--- config.mk ---
export PLATFORM = sky130hd
export DESIGN_NAME = wave_ram_arbiter
export DESIGN_NICKNAME = d
export VERILOG_FILES = /design/src/rtl/wave_ram_arbiter.sv
export SDC_FILE = /design/constraint.sdc
export NUM_CORES = 1
export LEC_CHECK = 0
export ABC_AREA = 1
export CAP_MARGIN = 5
export CORE_UTILIZATION = 52
export DETAILED_ROUTE_END_ITERATION = 6
export PLACE_DENSITY = 0.89
export SLEW_MARGIN = 20
export SYNTH_ARGS = -nofsm -noshare
export SYNTH_HDL_FRONTEND = slang
export SYNTH_SLANG_ARGS = --single-unit
export TNS_END_PERCENT = 100
--- constraint.sdc ---
create_clock -name clk -period 2.3 [get_ports clk]
set_input_delay 0.46 -clock clk [delete_from_list [all_inputs] [get_ports clk]]
set_output_delay 0.46 -clock clk [all_outputs]
set_load 0.05 [all_outputs]
--- src/rtl/wave_ram_arbiter.sv ---
`default_nettype none
// ============================================================================
// Module      : wave_ram_arbiter
// Description : Sole master of the single-port 512x8 waveform sample RAM.
//               Capture writes (unthrottled pulses) are absorbed in a small
//               FIFO and drained into RAM slots not taken by display reads.
//               A read run-length limit and a full-buffer override guarantee
//               that buffered writes always drain.
//               Optional macro WBYPASS_EN: when the buffer is empty and no
//               read is pending, an incoming write goes straight to the RAM.
// Revision    : 1.0 - initial release
// ============================================================================
module wave_ram_arbiter #(
   parameter int WBUF_DEPTH   = 4,
   parameter int MAX_READ_RUN = 8
) (
   input  logic                        clk,
   input  logic                        reset,
   input  logic                        wr_req,
   input  logic [8:0]                  wr_addr,
   input  logic [7:0]                  wr_data,
   input  logic                        rd_req,
   input  logic [8:0]                  rd_addr,
   output logic                        rd_grant,
   output logic                        rd_valid,
   output logic [7:0]                  rd_data,
   output logic [8:0]                  ram_addr,
   output logic                        ram_we,
   output logic [7:0]                  ram_wdata,
   input  logic [7:0]                  ram_rdata,
   output logic [$clog2(WBUF_DEPTH):0] wbuf_level
);

   localparam int c_PTR_W = $clog2(WBUF_DEPTH);
   localparam int c_LVL_W = c_PTR_W + 1;

   localparam logic [c_LVL_W-1:0] c_LVL_FULL = c_LVL_W'(WBUF_DEPTH);
   localparam logic [7:0]         c_RUN_MAX  = 8'(MAX_READ_RUN);

   // RAM slot kinds chosen each cycle
   localparam logic [1:0] c_SLOT_IDLE   = 2'd0;
   localparam logic [1:0] c_SLOT_READ   = 2'd1;
   localparam logic [1:0] c_SLOT_WRITE  = 2'd2;
   localparam logic [1:0] c_SLOT_BYPASS = 2'd3;

   // Write buffer storage and bookkeeping
   logic [8:0]         r_fifo_addr [WBUF_DEPTH];
   logic [7:0]         r_fifo_data [WBUF_DEPTH];
   logic [c_PTR_W-1:0] r_wr_ptr;
   logic [c_PTR_W-1:0] r_rd_ptr;
   logic [c_LVL_W-1:0] r_level;
   logic [7:0]         r_run_cnt;

   // Read return pipeline
   logic               r_rd_pend;
   logic               r_rd_valid;
   logic [7:0]         r_rd_data;

   logic               w_empty;
   logic               w_full;
   logic               w_forced;
   logic [1:0]         w_slot;
   logic               w_push;
   logic               w_pop;
   logic [8:0]         w_head_addr;
   logic [7:0]         w_head_data;

   assign w_empty     = (r_level == '0);
   assign w_full      = (r_level == c_LVL_FULL);
   assign w_forced    = w_full || (!w_empty && (r_run_cnt == c_RUN_MAX));
   assign w_head_addr = r_fifo_addr[r_rd_ptr];
   assign w_head_data = r_fifo_data[r_rd_ptr];

   // Slot arbitration: forced drain beats reads, reads beat opportunistic drain
   always_comb begin
      w_slot = c_SLOT_IDLE;
      if (reset) begin
         w_slot = c_SLOT_IDLE;
      end else if (w_forced) begin
         w_slot = c_SLOT_WRITE;
      end else if (rd_req) begin
         w_slot = c_SLOT_READ;
      end else if (!w_empty) begin
         w_slot = c_SLOT_WRITE;
`ifdef WBYPASS_EN
      end else if (wr_req) begin
         w_slot = c_SLOT_BYPASS;
`endif
      end
   end

   // A bypassed write never enters the buffer; a full buffer is always popped
   // in the same cycle, so pushes are never lost.
   assign w_push = wr_req && !reset && (w_slot != c_SLOT_BYPASS);
   assign w_pop  = (w_slot == c_SLOT_WRITE);

   // Drive the RAM port and read grant from the chosen slot
   always_comb begin
      rd_grant  = 1'b0;
      ram_we    = 1'b0;
      ram_addr  = '0;
      ram_wdata = '0;
      case (w_slot)
         c_SLOT_READ: begin
            rd_grant = 1'b1;
            ram_addr = rd_addr;
         end
         c_SLOT_WRITE: begin
            ram_we    = 1'b1;
            ram_addr  = w_head_addr;
            ram_wdata = w_head_data;
         end
         c_SLOT_BYPASS: begin
            ram_we    = 1'b1;
            ram_addr  = wr_addr;
            ram_wdata = wr_data;
         end
         default: ;
      endcase
   end

   // Buffer storage; a push into a full buffer reuses the slot being popped
   always_ff @(posedge clk) begin
      if (w_push) begin
         r_fifo_addr[r_wr_ptr] <= wr_addr;
         r_fifo_data[r_wr_ptr] <= wr_data;
      end
   end

   // Buffer pointers and occupancy
   always_ff @(posedge clk) begin
      if (reset) begin
         r_wr_ptr <= '0;
         r_rd_ptr <= '0;
         r_level  <= '0;
      end else begin
         if (w_push) begin
            r_wr_ptr <= r_wr_ptr + 1'b1;
         end
         if (w_pop) begin
            r_rd_ptr <= r_rd_ptr + 1'b1;
         end
         if (w_push && !w_pop) begin
            r_level <= r_level + 1'b1;
         end else if (w_pop && !w_push) begin
            r_level <= r_level - 1'b1;
         end
      end
   end

   // Count reads granted while writes are waiting; saturates at the limit
   always_ff @(posedge clk) begin
      if (reset) begin
         r_run_cnt <= '0;
      end else if (w_pop || w_empty) begin
         r_run_cnt <= '0;
      end else if ((w_slot == c_SLOT_READ) && (r_run_cnt != c_RUN_MAX)) begin
         r_run_cnt <= r_run_cnt + 8'd1;
      end
   end

   // Two-stage read return; reset cancels anything in flight
   always_ff @(posedge clk) begin
      if (reset) begin
         r_rd_pend  <= 1'b0;
         r_rd_valid <= 1'b0;
         r_rd_data  <= '0;
      end else begin
         r_rd_pend  <= rd_grant;
         r_rd_valid <= r_rd_pend;
         if (r_rd_pend) begin
            r_rd_data <= ram_rdata;
         end
      end
   end

   assign rd_valid   = r_rd_valid;
   assign rd_data    = r_rd_data;
   assign wbuf_level = r_level;

endmodule
`default_nettype wire

==> impl_metrics.yaml <==
pwr:
  p_comb_share_pct: 45.9
  report.power.total_mw: 5.74
  power_frac_seq_pct: 35.7
  clkPwrFrac_pct: 18.4
  p_sw_mw: 2.34
  p_int_mw: 3.40
  p_leak_nw: 2.10
  switching_share_pct: 40.8
  p_per_area_mw_per_mm2: 1030
  vdd_drop_max_uv: 629
setup_path:
  crit_path_end: "ram_addr[2]"
  worst_setup_path_end_kind: "primary output"
  crit_type: "flip-flop to primary output"
  r2r_cells: 15
  worstReg2RegEnd: "wbuf_level[2]"
  r2r_setup_slack_ns: 0.12
  cp_max_fo: 5
  worstPathRequired_ns: 1.84
  arrival_ns: 1.88
  critPathLaunchType: "flip-flop"
  critical_path.reg2reg.startpoint: "r_run_cnt[1]"
  critical_path.startpoint: "r_run_cnt[1]"
die:
  floorplan.initialDensity_pct: 53.9
  die_h_um: 88.9
  rows: 31
  die_w_um: 88.9
  boundaryPins: 69
  die_area_sq_mm: 0.00790
  core_sq_mm: 0.00729
placement:
  hpwl_mm: 6.25
  place.gp.congestion: 0.787
  pre_cts_slack_ns: -0.171
  io_buffers: 68
job:
  drv_cap: 0
synthesis:
  synth_top_cell_by_area: "edfxtp_1"
  synth.distinct_cells: 25
  postSynthCellCount: 375
  yosys.cell_count.top_type: "nor2_1"
  synthArstFlopShare_pct: 0
  synth-edff-count: 68
  yosysWarnings: 0
  ys.flop_type: "edfxtp_1"
  synthTopCellsByCount: "nor2_1, edfxtp_1, nand2_1"
  synth_top_area_share_pct: 52.0
  synth-seq-cells: 95
  ys_seq_area_share_pct: 65.8
  synth_area_sq_mm: 0.00393
  synth_fp_nets: 421
  synth_area_leaders: "edfxtp_1, dfxtp_1, nor2_1, o21ai_0, nand2_1"
  avgSynthCellArea_sq_um: 10.5
outcome:
  status: "finished, violations left"
  violations: "negative setup slack"
final_layout:
  drive_gt1_share_pct: 24.5
  syn2layout_area_growth_pct: 42.0
  n_antenna_cell: 0
  nNetsFinal: 518
  n_fill_cell: 459
routing:
  drc: 0
  drtIter0Drc: 259
  vias: 3237
  wl_per_cell_um: 18.8
  vias_per_cell: 5.62
  ant_nets: 0
  routed_wl_mm: 10.8
  dr.pass1.iters: 5
global_routing:
  antenna_found_initial: 0
  grt_overflow_total: 0
  grt_pass1_vias: 3294
  grt_pass1_wl_mm: 15.4
  grt_usage_pct: 26.7
  grt_start_max_net_pins: 35
timing:
  finalCriticalPeriod_ns: 2.34
  timing.final.ws_setup_ns: -0.0427
  fmax_ghz: 0.427
  slew-limit-headroom_pct: 65.3
  rsz0062_at_grt: "true"
  setup_viol_count_final: 9
  fin_skew_ns: 0.0231
  tightest_slew_ns: 0.519
  slew_violations: 0
  finalHoldViolCount: 0
  fin_crit_sh_pct: 102
clock_network:
  path_clk_slew_ns: 0.09
  cts_buffers: 9
  clk_latency_ns: 0.38
  cts_max_path_buffers: 2
  numClockSinks: 95
  cts_root_buffer: "clkbuf_8"
  tritoncts: "built"
  htreeDepth: 3
min_path:
  min_path_type: "flip-flop to flip-flop"
==> how the worst min path moves through the flow <==
stage                 start            to  slack, ns  cells past startpoint
2_1_floorplan  r_run_cnt[0]  r_run_cnt[0]       0.43                      1
3_3_place_gp   r_run_cnt[0]  r_run_cnt[0]       0.44                      1
3_5_place_dp   r_run_cnt[0]  r_run_cnt[0]       0.46                      1
4_1_cts        r_run_cnt[2]  r_run_cnt[2]       0.51                      2
5_1_grt        r_run_cnt[7]  r_run_cnt[7]       0.52                      2
6_report         rd_data[4]    rd_data[4]       0.51                      2
==> power by group through the flow <==
stage	Combinational, mW	Sequential (mW)	Clock, mW
global placement	2.10	2.06	0
detailed placement	2.19	2.07	0
CTS	2.43	2.04	1.05
finish	2.63	2.05	1.06
floorplan	1.13	2.18	0
global route	2.78	2.06	1.13
==> sequential cells by signal (all words and copies together), names as in the netlist, named ones only <==
register / cells
r_rd_pend: 1
rd_valid: 1
r_rd_ptr: 2
r_fifo_addr: 36
rd_data: 8
r_fifo_data: 32
r_run_cnt: 8
wbuf_level: 3
r_wr_ptr: 2
==> critical path, stage by stage, from the launching register on <==
cell        delay (ns)
dfxtp_2           0.33
inv_2             0.06
ha_4              0.14
nand2_4           0.05
nor2_4            0.11
nand2_4           0.08
nand2_2           0.07
nand2_2           0.07
nand2_4           0.13
clkinvlp_4        0.14
nand2_1           0.10
nand2_2           0.07
buf_12            0.15
==> per-layer routing <==
layer,global-route usage [%],vias to the layer above,routed length [um]
met2,48.7,180,5850
met4,12.9,0,301
met5,0,-,0
met3,6.46,33,841
li1,-,1462,-
met1,29.1,1562,3830
==> placed cells by master (no fill, tap or decap), types with 3 or more instances in the layout <==
cell type        instances
a21oi_1                 12
xor2_1                   3
clkdlybuf4s50_1         49
o22ai_1                  9
o21ai_0                 46
dfxtp_2                  4
dfxtp_1                 21
ha_1                     6
nand2_2                  9
inv_6                    3
buf_12                  23
inv_1                   22
clkinvlp_4               3
buf_4                   21
edfxtp_1                68
nor2_1                  79
nand3_1                  3
nand2_1                 36
a21oi_4                  7
nand2_4                 11
clkbuf_8                 9
inv_2                    5
==> metrics by stage <==
| stage | hold slack, ns | instances | util [%] | cell area [sq um] | TNS (ns) |
|---|---|---|---|---|---|
| 3_3_place_gp | 0.444 | 550 | 68.9 | 5030 | -0.0104 |
| 3_5_place_dp | 0.457 | 550 | 68.9 | 5030 | -0.171 |
| 2_1_floorplan | 0.430 | 375 | - | 3930 | -0.971 |
| 4_1_cts | 0.508 | 574 | 74.6 | 5440 | -0.0669 |
| 5_1_grt | 0.517 | 576 | 76.5 | 5580 | -1.05 |
| 6_report | 0.506 | 576 | 76.5 | 5580 | -0.205 |
==> kinds of logic after synthesis <==
| logic type | count (synthesis) | synth area share [%] |
|---|---|---|
| AND/OR/NAND/NOR | 148 | 15.7 |
| flip-flops | 95 | 65.8 |
| adder cells (fa/ha/maj) | 8 | 2.74 |
| buffers and inverters | 43 | 4.46 |
| AO/OA/AOI/OAI | 78 | 10.6 |
| XOR/XNOR | 3 | 0.669 |
==> cell type report <==
class	instances	area, sq um	share of cell area (%)
clock inverter	7	62.6	1.12
sequential	95	2590	46.5
inverter	32	141	2.54
timing repair buffer	95	1130	20.3
timing repair inverter	2	23.8	0.426
clock buffer	9	124	2.22
tap	99	124	2.22
multi-input combinational	237	1380	24.7
==> timing repair <==
action | in CTS | in global routing
setup buffers | 7 | 1
hold buffers | 0 | 0
cloned | 1 | 2
resized for setup | 39 | 34
setup endpoints to repair | 19 | 20
pin swaps | 4 | 6
Note: power is estimated with default switching activity, not from simulation.
